==> config.mk <==
export PLATFORM = sky130hd
export DESIGN_NAME = display_scan_ctrl
export DESIGN_NICKNAME = d
export VERILOG_FILES = /design/src/rtl/display_scan_ctrl.sv
export SDC_FILE = /design/constraint.sdc
export NUM_CORES = 1
export LEC_CHECK = 0
export BUFFER_PORTS_ARGS = -buffer_cell sky130_fd_sc_hd__buf_4
export CORE_UTILIZATION = 53
export DETAILED_ROUTE_END_ITERATION = 16
export PLACE_DENSITY = 0.71
export SLEW_MARGIN = 40
export SYNTH_ARGS = -nofsm -noshare
export SYNTH_HDL_FRONTEND = slang
export SYNTH_SLANG_ARGS = --single-unit
==> constraint.sdc <==
create_clock -name clk -period 2.4 [get_ports clk]
set_input_delay 0 -clock clk [delete_from_list [all_inputs] [get_ports clk]]
set_output_delay 0 -clock clk [all_outputs]
set_load 0.05 [all_outputs]
==> src/rtl/display_scan_ctrl.sv <==
// Four-digit BCD scanner for a shared deco7seg decoder and common-segment display.
// Each digit slot is a short all-dark guard followed by the lit phase.
module display_scan_ctrl #(
    parameter int DIV   = 50000,
    parameter int GUARD = 4
) (
    input  logic        clk,
    input  logic        reset,
    input  logic        en,
    input  logic        load,
    input  logic [15:0] value,
    input  logic        blank_lz,
    output logic [3:0]  bcd_out,
    output logic [3:0]  an,
    output logic [1:0]  dig_idx,
    output logic        frame_tick,
    output logic        err
);
    localparam int CW = $clog2(DIV);
    localparam logic [CW-1:0] CNT_LAST   = CW'(DIV - 1);
    localparam logic [CW-1:0] GUARD_LAST = CW'(GUARD - 1);

    localparam logic [1:0] S_IDLE  = 2'd0;
    localparam logic [1:0] S_GUARD = 2'd1;
    localparam logic [1:0] S_SHOW  = 2'd2;

    logic [1:0]    r_state;
    logic [CW-1:0] r_cnt;
    logic [1:0]    r_dig;
    logic [15:0]   r_disp;
    logic [15:0]   r_pend;
    logic          r_pend_vld;
    logic          r_err;
    logic [3:0]    r_an;
    logic [3:0]    r_bcd;
    logic          r_frame;

    logic [1:0]    w_state_nxt;
    logic [CW-1:0] w_cnt_nxt;
    logic [1:0]    w_dig_nxt;
    logic          w_wrap;
    logic          w_disp_wr;
    logic [15:0]   w_disp_src;
    logic [15:0]   w_disp_nxt;
    logic [3:0]    w_digit;
    logic          w_dark;

    function automatic logic f_has_bad(input logic [15:0] v);
        logic bad;
        bad = 1'b0;
        for (int i = 0; i < 4; i++)
            if (v[i*4 +: 4] > 4'd9) bad = 1'b1;
        return bad;
    endfunction

    // A digit is dark if it is not BCD, or it is a leading zero when blanking is on.
    function automatic logic f_dark(input logic [15:0] v, input logic [1:0] k, input logic blz);
        logic [3:0] d;
        logic       z;
        d = v[{k, 2'b00} +: 4];
        case (k)
            2'd1:    z = (v[15:4]  == 12'd0);
            2'd2:    z = (v[15:8]  == 8'd0);
            2'd3:    z = (v[15:12] == 4'd0);
            default: z = 1'b0;
        endcase
        return (d > 4'd9) || (blz && z);
    endfunction

    always_comb begin
        w_state_nxt = r_state;
        w_cnt_nxt   = r_cnt;
        w_dig_nxt   = r_dig;
        w_wrap      = 1'b0;
        case (r_state)
            S_IDLE: begin
                w_cnt_nxt = '0;
                w_dig_nxt = '0;
                if (en) w_state_nxt = S_GUARD;
            end
            S_GUARD: begin
                if (!en) begin
                    w_state_nxt = S_IDLE;
                    w_cnt_nxt   = '0;
                    w_dig_nxt   = '0;
                end else begin
                    w_cnt_nxt = r_cnt + 1'b1;
                    if (r_cnt == GUARD_LAST) w_state_nxt = S_SHOW;
                end
            end
            S_SHOW: begin
                if (!en) begin
                    w_state_nxt = S_IDLE;
                    w_cnt_nxt   = '0;
                    w_dig_nxt   = '0;
                end else if (r_cnt == CNT_LAST) begin
                    w_state_nxt = S_GUARD;
                    w_cnt_nxt   = '0;
                    w_dig_nxt   = r_dig + 2'd1;
                    w_wrap      = (r_dig == 2'd3);
                end else begin
                    w_cnt_nxt = r_cnt + 1'b1;
                end
            end
            default: begin
                w_state_nxt = S_IDLE;
                w_cnt_nxt   = '0;
                w_dig_nxt   = '0;
            end
        endcase
    end

    // Idle loads go straight to the display; while scanning, pend is applied only at frame wrap.
    assign w_disp_wr  = ((r_state == S_IDLE) && load) || (w_wrap && r_pend_vld);
    assign w_disp_src = (r_state == S_IDLE) ? value : r_pend;
    assign w_disp_nxt = w_disp_wr ? w_disp_src : r_disp;
    assign w_digit    = w_disp_nxt[{w_dig_nxt, 2'b00} +: 4];
    assign w_dark     = f_dark(w_disp_nxt, w_dig_nxt, blank_lz);

    always_ff @(posedge clk or posedge reset) begin
        if (reset) begin
            r_state    <= S_IDLE;
            r_cnt      <= '0;
            r_dig      <= '0;
            r_disp     <= '0;
            r_pend     <= '0;
            r_pend_vld <= 1'b0;
            r_err      <= 1'b0;
            r_an       <= 4'b1111;
            r_bcd      <= '0;
            r_frame    <= 1'b0;
        end else begin
            r_state <= w_state_nxt;
            r_cnt   <= w_cnt_nxt;
            r_dig   <= w_dig_nxt;
            r_disp  <= w_disp_nxt;
            if (w_disp_wr) r_err <= f_has_bad(w_disp_src);
            // A load coinciding with the wrap lands in pend after the old pend is applied.
            if ((r_state != S_IDLE) && load) begin
                r_pend     <= value;
                r_pend_vld <= 1'b1;
            end else if (w_wrap) begin
                r_pend_vld <= 1'b0;
            end
            r_an    <= ((w_state_nxt == S_SHOW) && !w_dark) ? ~(4'b0001 << w_dig_nxt) : 4'b1111;
            r_bcd   <= w_digit;
            r_frame <= (w_state_nxt == S_SHOW) && (w_dig_nxt == 2'd3) && (w_cnt_nxt == CNT_LAST);
        end
    end

    assign bcd_out    = r_bcd;
    assign an         = r_an;
    assign dig_idx    = r_dig;
    assign frame_tick = r_frame;
    assign err        = r_err;

endmodule

* Yosys cells after proc, flatten, opt, wreduce, memory -nomap -nowiden
Cells that the tools add are included.
Cells by class: add/sub/neg operators 2, order comparisons 5, equality and inequality tests 10, shift operators 2, multiplexer cells 27, bitwise logic cells 1, reductions and logical operators 16
Operators with widths (number):
- $mux W16 | 5
- $eq A16 B16 Y1 const B | 2
- $pmux W16 S2 | 1
- $gt A4 B4 Y1 const B | 5
- $add A16 B1 Y16 const B | 1
- $eq A16 B2 Y1 const B | 1
- $mux W2 | 8
- $shiftx A16 B5 Y4 | 1
- $logic_not A12 Y1 | 1
- $eq A2 B2 Y1 const B | 5
- $mux W1 | 9
- $logic_not A8 Y1 | 1
- $logic_and A1 B1 Y1 | 7
- $pmux W2 S3 | 1
- $eq A2 B1 Y1 const B | 2
- $logic_not A4 Y1 | 1
- $mux W4 | 1
- $not A4 Y4 | 1
- $pmux W2 S2 | 1
- $reduce_bool A2 Y1 | 2
- $shl A1 B2 Y4 const A | 1
- $pmux W1 S3 | 1
- $add A2 B1 Y2 const B | 1
- $logic_not A2 Y1 | 1
- other kinds (2) | 3
Word-level totals: register bits 63, input bits 21, output and inout bits 12, logic and storage cells 73

* Logic depth before layout (Yosys ltp)
Gate-level depths: netlist of the first run.
word-level depth 14, gate-level depth with buffers 13, depth with buffers taken out 11

* Worst setup path before layout of the first run
Ideal clock, no wire load.
path kind reg2reg, start register r_dig[0], in the netlist dig_idx[0], end register r_an[0], in the netlist an[0], library setup time 0.092 ns, arrival 2.577 ns, slack -0.269 ns, cell stages (with the launch flop) 11, path buffers 1, period minus slack after synthesis 2.669 ns, cells stage by stage dfrtp_1 -> ha_1 -> and4_1 -> buf_4 -> nand4_4 -> and2_1 -> a221oi_2 -> mux2i_1 -> mux2_2 -> o21ai_2 -> nand4_1
Between the ends: elaborated cells between the ends (all ways) 28, classes of those cells add/sub: 1; order compare: 1; eq/ne: 4; shift: 2; mux: 10; bitwise: 1; reduce/logical: 9
RTL lines:
- start, declared | RTL line 29 | logic [1:0] r_dig;
- start signal, assigned | RTL line 135 | r_dig <= w_dig_nxt;
- $eq A2 B2 Y1 | RTL line 100 | w_wrap = (r_dig == 2'd3);
- $mux W1 | RTL line 96 | end else if (r_cnt == CNT_LAST) begin
- $mux W1 | RTL line 92 | if (!en) begin
- $mux W1 | RTL line 75 | case (r_state)
- $logic_and A1 B1 Y1 | RTL line 114 | assign w_disp_wr = ((r_state == S_IDLE) && load) || (w_wrap && r_pend_vld);
- $logic_or A1 B1 Y1 | RTL line 114
- $mux W16 | RTL line 116 | assign w_disp_nxt = w_disp_wr ? w_disp_src : r_disp;
- $shiftx A16 B5 Y4 *
- via w_digit[2] | RTL line 45 | logic [3:0] w_digit;
- $gt A4 B4 Y1 * | RTL line 67 | return (d > 4'd9) || (blz && z);
- $logic_or A1 B1 Y1 * | RTL line 67
- $logic_not A1 Y1 * | RTL line 145 | r_an <= ((w_state_nxt == S_SHOW) && !w_dark) ? ~(4'b0001 << w_dig_nxt) : 4'b1111;
- $logic_and A1 B1 Y1 * | RTL line 145
- $mux W4 * | RTL line 145
- end signal, assigned | RTL line 145
- end, declared | RTL line 34 | logic [3:0] r_an;
Mark *: on every way through the listed nets, which the timed path passes. The rest lies on a longest branch. A chain may end at the register's enable or synchronous reset.

* Worst setup path after layout of the first run
start register r_cnt[5], end register r_an[2], in the netlist an[2]
Between the ends: longest elaborated chain between the ends 14, elaborated cells between the ends (all ways) 33, classes of those cells order compare: 1; eq/ne: 6; shift: 2; mux: 14; bitwise: 1; reduce/logical: 9
Ends and longest elaborated chain:
- start, declared | RTL line 28 | logic [CW-1:0] r_cnt;
- start signal, assigned | RTL line 134 | r_cnt <= w_cnt_nxt;
- branches (longest 13 deep; another with $gt A4 B4 Y1)
- $mux W4 * | RTL line 145
Mark *: on every way between the ends.

==> results of run 1 <==
-- cell usage after synthesis (6+ instances only) --
library cell,n
mux2_2,22
mux2i_1,15
nor4_1,7
nand4_1,7
clkbuf_1,7
a21oi_1,13
xnor2_1,8
dfrtp_1,59
nand3_1,16
nor2_1,29
xor2_1,7
o21ai_0,13
ha_1,6
nand2_1,24
and3_1,8
inv_1,15
-- how the worst min path moves through the flow --
stage | start | endpoint | slack [ns] | cells past startpoint
2_1_floorplan | value[2] | r_disp[2] | 0.12 | 2
6_report | load | r_disp[3] | 0.09 | 3
3_5_place_dp | reset | r_cnt[13] | 0.11 | 2
3_3_place_gp | reset | r_cnt[13] | 0.1 | 2
5_1_grt | load | r_disp[3] | 0.14 | 3
4_1_cts | load | r_disp[3] | 0.08 | 3
-- per-stage QoR --
stage / utilization, % / cells / cell area, um^2 / setup TNS, ns
6_report: 80.7 / 534 / 4920 / -0.563
5_1_grt: 80.7 / 534 / 4920 / -1.09
4_1_cts: 78.3 / 528 / 4770 / -0.483
3_5_place_dp: 69.1 / 490 / 4210 / -1.12
3_3_place_gp: 69.1 / 490 / 4210 / -0.510
2_1_floorplan: - / 331 / 3480 / 0
-- cells in the final DEF (no fill, tap or decap), drive strengths merged, types with 6 or more instances in the layout --
cell,count
xor2,7
nand2,27
mux2,23
and3,9
o21ai,17
nand4,9
dlygate4sd3,18
nand3,16
and4,6
nor4,8
inv,15
a21oi,15
nor2,29
ha,6
buf,106
dfrtp,59
clkbuf,11
mux2i,15
xnor2,8
-- metal layers --
layer	GRT usage (%)	up-vias	part of all wire (%)
li1	-	1442	-
met1	43.5	1574	44
met2	47.0	189	45
met3	7.91	42	8.2
met4	10.5	0	2.8
met5	0	-	0
-- where the power goes --
part | internal, mW | switching (mW)
clock | 0.613 | 0.440
sequential | 1.36 | 0.238
combinational | 0.808 | 0.908
total | 2.79 | 1.59
-- final cells by class --
| cell class | instances | area share [%] |
|---|---|---|
| flip-flops and latches | 63 | 32.2 |
| well taps | 75 | 1.91 |
| repair buffers | 124 | 20.1 |
| inverters | 17 | 1.40 |
| clock inverters | 5 | 1.65 |
| clock buffers | 11 | 2.87 |
| multi-input cells | 239 | 39.9 |
-- registers in the layout (all words and copies together), names as in the netlist --
register and cells:
frame_tick 1, err 1, dig_idx 2, an 4, r_disp 16, r_pend 16, bcd_out 4, r_cnt 16
r_pend_vld 1, r_state 2
-- logic make-up (layout without fill, tap and decap cells) --
logic type / after synthesis / after routing / share of synthesized area (%)
and+or+nand+nor: 122 / 123 / 19.8
DFF: 63 / 63 / 45.9
AOI/OAI and AO/OA: 57 / 57 / 11.9
muxes: 38 / 38 / 12.0
buffers and inverters: 30 / 157 / 4.36
xor gates and xnor gates: 15 / 15 / 3.82
adders and majority gates: 6 / 6 / 2.18
-- what timing repair did --
item                                    in CTS  in global routing
cloned                                       0                  1
pin swaps                                   10                  8
gates resized for setup                     26                 24
setup buffers                                4                  6
hold buffers                                18                  0
endpoints found under the hold margin       47                  0
endpoints found under the setup margin       8                  9
-- tightest hold or removal path, cell delays in order --
cell and delay (ns):
buf_4 0.13, o32ai_1 0.09, a21oi_1 0.16
==> flow_summary.json, run 1 <==
{
  "fin_skew_ns": 0.00672,
  "cts_buffer_depth": 2,
  "start_util_pct": 56.5,
  "synth_seq_area_share_pct": 45.9,
  "grt_max_degree": 28,
  "clock_latency_ns": 0.35,
  "reg2reg_from": "r_cnt[5]",
  "hold_violations": 0,
  "synth_top_area_share_pct": 42.9,
  "maxCapViolCount": 0,
  "cp.required_ns": 2.69,
  "dieArea_um2": 6820,
  "viasPerCell": 6.08,
  "place.gp.congestion": 0.929,
  "fin_ws_ns": -0.155,
  "synth_warnings": 0,
  "crit_type": "flip-flop to flip-flop",
  "cts_sinks": 63,
  "critPathCapture": "an[2]",
  "grt_usage_pct": 31.1,
  "hold_slack_ns": 0.0944,
  "hold_path.class": "input pin to flip-flop",
  "end_kind": "flip-flop",
  "fp.dieW_um": 82.6,
  "avgSynthCellArea_um2": 10.4,
  "place_ws_ns": -0.215,
  "cpPeakStageDelay_ns": 0.45,
  "status": "complete, but fails checks",
  "failed_checks": "setup timing",
  "cpMostUsedCell": "buf_6",
  "synth_nets": 358,
  "rows": 28,
  "cp_top_family": "simple AND/OR/NAND/NOR gates",
  "cp-start-kind": "flip-flop",
  "drv_slew": 0,
  "die_h_um": 82.6,
  "regArea_um2": 1580,
  "synthCells": 331,
  "area_delta_synth_final_pct": 43.0,
  "max_freq_mhz": 391,
  "p_leak_nw": 2.20,
  "path_cells": "nor4_4 -> buf_4 -> nand4_4 -> buf_6 -> o21ai_4 -> buf_6 -> nand3_4 -> o41ai_4 -> nand4_1 -> a2111oi_4 -> nor4b_2 -> nand2_1",
  "n_antenna_cell": 0,
  "worstSetupStartpoint": "r_cnt[5]",
  "root_buffer": "clkbuf_8",
  "drtIter0Drc": 347,
  "reg2regPathDepth": 12,
  "synth.largest_area_cell": "dfrtp_1",
  "synth_edf_count": 0,
  "core_area_um2": 6100,
  "drc": 0,
  "via_count": 3247,
  "grt_pass1_wl_mm": 15.2,
  "synthTopCellsByArea": "dfrtp_1, mux2_2, mux2i_1",
  "grt_pass1_vias": 3042,
  "syn_area_um2": 3440,
  "ys_seq_elements": 63,
  "powerDensity_nw_per_um2": 888,
  "synthArstFlopShare_pct": 100,
  "cts-buffers-inserted": 9,
  "finalCriticalPeriod_ns": 2.56,
  "wl_per_cell_um": 19.3,
  "overflow": 0,
  "cpMaxStageDelayCell": "a2111oi_4",
  "r2r_end": "an[2]",
  "firstDrtPassIters": 5,
  "ios": 33,
  "setup_violations": 5,
  "worst_slew_pin_slew_ns": 0.600,
  "synthFlopType": "dfrtp_1",
  "fin_crit_sh_pct": 106,
  "n_fill_cell": 355,
  "htree_levels": 3,
  "path_clk_slew_ns": 0.07,
  "tritoncts": "done",
  "synth.distinct_cells": 56,
  "antenna_found_initial": 0,
  "relSlewSlack_pct": 59.9,
  "cp_max_fo": 6,
  "wl_mm": 10.3,
  "layout-drive-gt1-share_pct": 42.9,
  "nets": 481,
  "multiInputGateArea_um2": 1960,
  "critPathBufInv": 3,
  "p_total_mw": 4.37,
  "r2r_slack_ns": -0.16,
  "port-buffer-count": 32,
  "ant_nets": 0,
  "rsz0062_at_grt": "true",
  "worstPathArrival_ns": 2.85,
  "vdd_ir_drop_max_mv": 0.823,
  "critical_path_depth": 12,
  "dpl.hpwl_mm": 6.67
}
(Power assumes the default switching activity.)
==> inputs of run 2 (changes only) <==
- CORE_ASPECT_RATIO: unset -> 1.4
==> run 2 against run 1 <==
  * The run still ends with setup timing left
  * Highest routed layer unchanged
  * Critical path depth unchanged
  * Combinational power is 3% lower
  * Utilization fell by 1.9 points
  * Die area about the same
  * Via count is 1.7% lower
  * Fmax rose by 0.70%
  * Worst hold slack got worse by 0.076 ns
  * Sequential power about the same
  * Count of clock-buffer cells in the layout is 2 lower
  * First-iteration DRC count down 30%
  * Setup slack better by 0.018 ns
  * Power shrank 1.8%
==> flow_summary.json, run 2 (synthesis gave the netlist of run 1 again) <==
{
  "cts-buffers-inserted": 9,
  "core_area_um2": 6250,
  "wl_mm": 10.4,
  "wl_per_cell_um": 19.5,
  "status": "complete, but fails checks",
  "sw_frac_of_total_pct": 36.4,
  "grt_pass1_wl_mm": 15.7,
  "powerDensity_nw_per_um2": 871,
  "met2WireLength_mm": 5.57,
  "end_kind": "flip-flop",
  "final_cell_mix": "buf_4, dfrtp_1, nor2_1",
  "port-buffer-count": 32,
  "p_sw_mw": 1.56,
  "p_leak_nw": 2.19,
  "hold_path.class": "input pin to flip-flop",
  "maxCapViolCount": 0,
  "top_layer": "met4",
  "relSlewSlack_pct": 64.7,
  "nets": 482,
  "place.gp.congestion": 0.898,
  "drtIter0Drc": 244,
  "cp_max_fo": 5,
  "die_h_um": 97.4,
  "dieArea_um2": 6830,
  "n_fill_cell": 383,
  "path_clk_slew_ns": 0.08,
  "dpl.hpwl_mm": 6.80,
  "grt_usage_pct": 29.9,
  "max_freq_mhz": 394,
  "rows": 34,
  "seq_power_share_pct": 37.2,
  "firstDrtPassIters": 5,
  "drc": 0,
  "clkPwrFrac_pct": 24.1,
  "design_area_um2": 4930,
  "ant_nets": 0,
  "layout-drive-gt1-share_pct": 43.3,
  "fin_ws_ns": -0.137,
  "vdd_ir_drop_max_mv": 0.717,
  "n_antenna_cell": 0,
  "worst_slew_pin_slew_ns": 0.522,
  "fin_crit_sh_pct": 106,
  "top_regs": "r_cnt (16), r_disp (16), r_pend (16)",
  "hold_violations": 0,
  "fp.dieW_um": 70.1,
  "ios": 33,
  "combPwrFrac_pct": 38.6,
  "place_area_um2": 4190,
  "viasPerCell": 6.00,
  "htree_levels": 3,
  "drv_slew": 0,
  "overflow": 0,
  "finalCriticalPeriod_ns": 2.54,
  "tritoncts": "done",
  "cp-start-kind": "flip-flop",
  "area_delta_synth_final_pct": 43.2,
  "rsz0062_at_grt": "true",
  "wl_met1_mm": 3.75,
  "antenna_found_initial": 0,
  "final_common_cell": "buf_4",
  "via_count": 3193,
  "met3RoutedLength_um": 484,
  "p_total_mw": 4.29,
  "setup_violations": 5,
  "r2r_slack_ns": -0.14,
  "crit_type": "flip-flop to flip-flop",
  "failed_checks": "setup timing",
  "fin_skew_ns": 0.00971,
  "cp.required_ns": 2.68,
  "grt_pass1_vias": 3259,
  "cts_sinks": 63,
  "start_util_pct": 55.0,
  "clock_latency_ns": 0.34,
  "worstPathArrival_ns": 2.82,
  "root_buffer": "clkbuf_8",
  "cts_buffer_depth": 2,
  "p_int_mw": 2.73,
  "grt_max_degree": 24,
  "regArea_um2": 1580,
  "multiInputGateArea_um2": 1970
}
## run 2: final cells by class
type,count,share of cell area (%)
multi-input combinational,240,39.9
timing repair inverter,1,0.102
clock buffer,9,2.51
sequential,63,32.1
inverter,17,1.40
clock inverter,7,1.98
timing repair buffer,123,20.2
tap,72,1.83
## run 2: final timing paths
| check | from | endpoint | cells past startpoint |
|---|---|---|---|
| max in group asynchronous | reset | dig_idx[0] | 4 |
| worst max register to register | r_cnt[5] | an[1] | 12 |
| min in group asynchronous | reset | r_cnt[10] | 3 |
| worst min register to register | r_cnt[0] | r_cnt[0] | 1 |
| worst max-delay path | r_cnt[5] | an[1] | 12 |
| worst min-delay path | en | r_pend_vld | 3 |
## run 2: metal layers
layer  vias to the layer above  GRT usage [%]
li1                       1455              -
met5                         -              0
met3                        46           5.60
met1                      1545           32.3
met4                         0           15.1
met2                       147           54.7
## run 2: critical path, cell delays in order, from the launching register on
cell and delay, ns:
dfrtp_1 0.42, nor4_4 0.28, buf_4 0.19, and4_4 0.30, buf_4 0.14, nand3_1 0.07
nand3_1 0.11, nand2_2 0.10, clkinv_1 0.10, o21ai_2 0.07, a2111oi_4 0.50, nor4b_2 0.10
nand2_1 0.10
## run 2: what timing repair did
action	4_1_cts	5_1_grt
setup buffers	8	5
endpoints found under the hold margin	38	0
cloned	1	2
pin swaps	15	13
hold buffers	17	0
setup endpoints to repair	8	9
resized for setup	25	24
## run 2: power by group through the flow
stage	combinational (mW)	clock [mW]	sequential, mW
after floorplan	0.842	0	1.64
after global placement	1.39	0	1.57
after detailed placement	1.43	0	1.58
after CTS	1.56	1.04	1.57
after global routing	1.76	1.09	1.63
final	1.66	1.04	1.60
## run 2: stage by stage
stage | hold slack (ns) | cells | setup TNS (ns) | setup WS [ns] | utilization [%]
3_5_place_dp | 0.0339 | 483 | -1.35 | -0.257 | 67.0
2_1_floorplan | 0.121 | 331 | 0 | 0.00734 | -
5_1_grt | 0.0242 | 532 | -1.33 | -0.294 | 78.8
6_report | 0.0188 | 532 | -0.499 | -0.137 | 78.8
4_1_cts | 0.0134 | 525 | -0.244 | -0.0733 | 76.0
3_3_place_gp | 0.0248 | 483 | -0.652 | -0.158 | 67.0
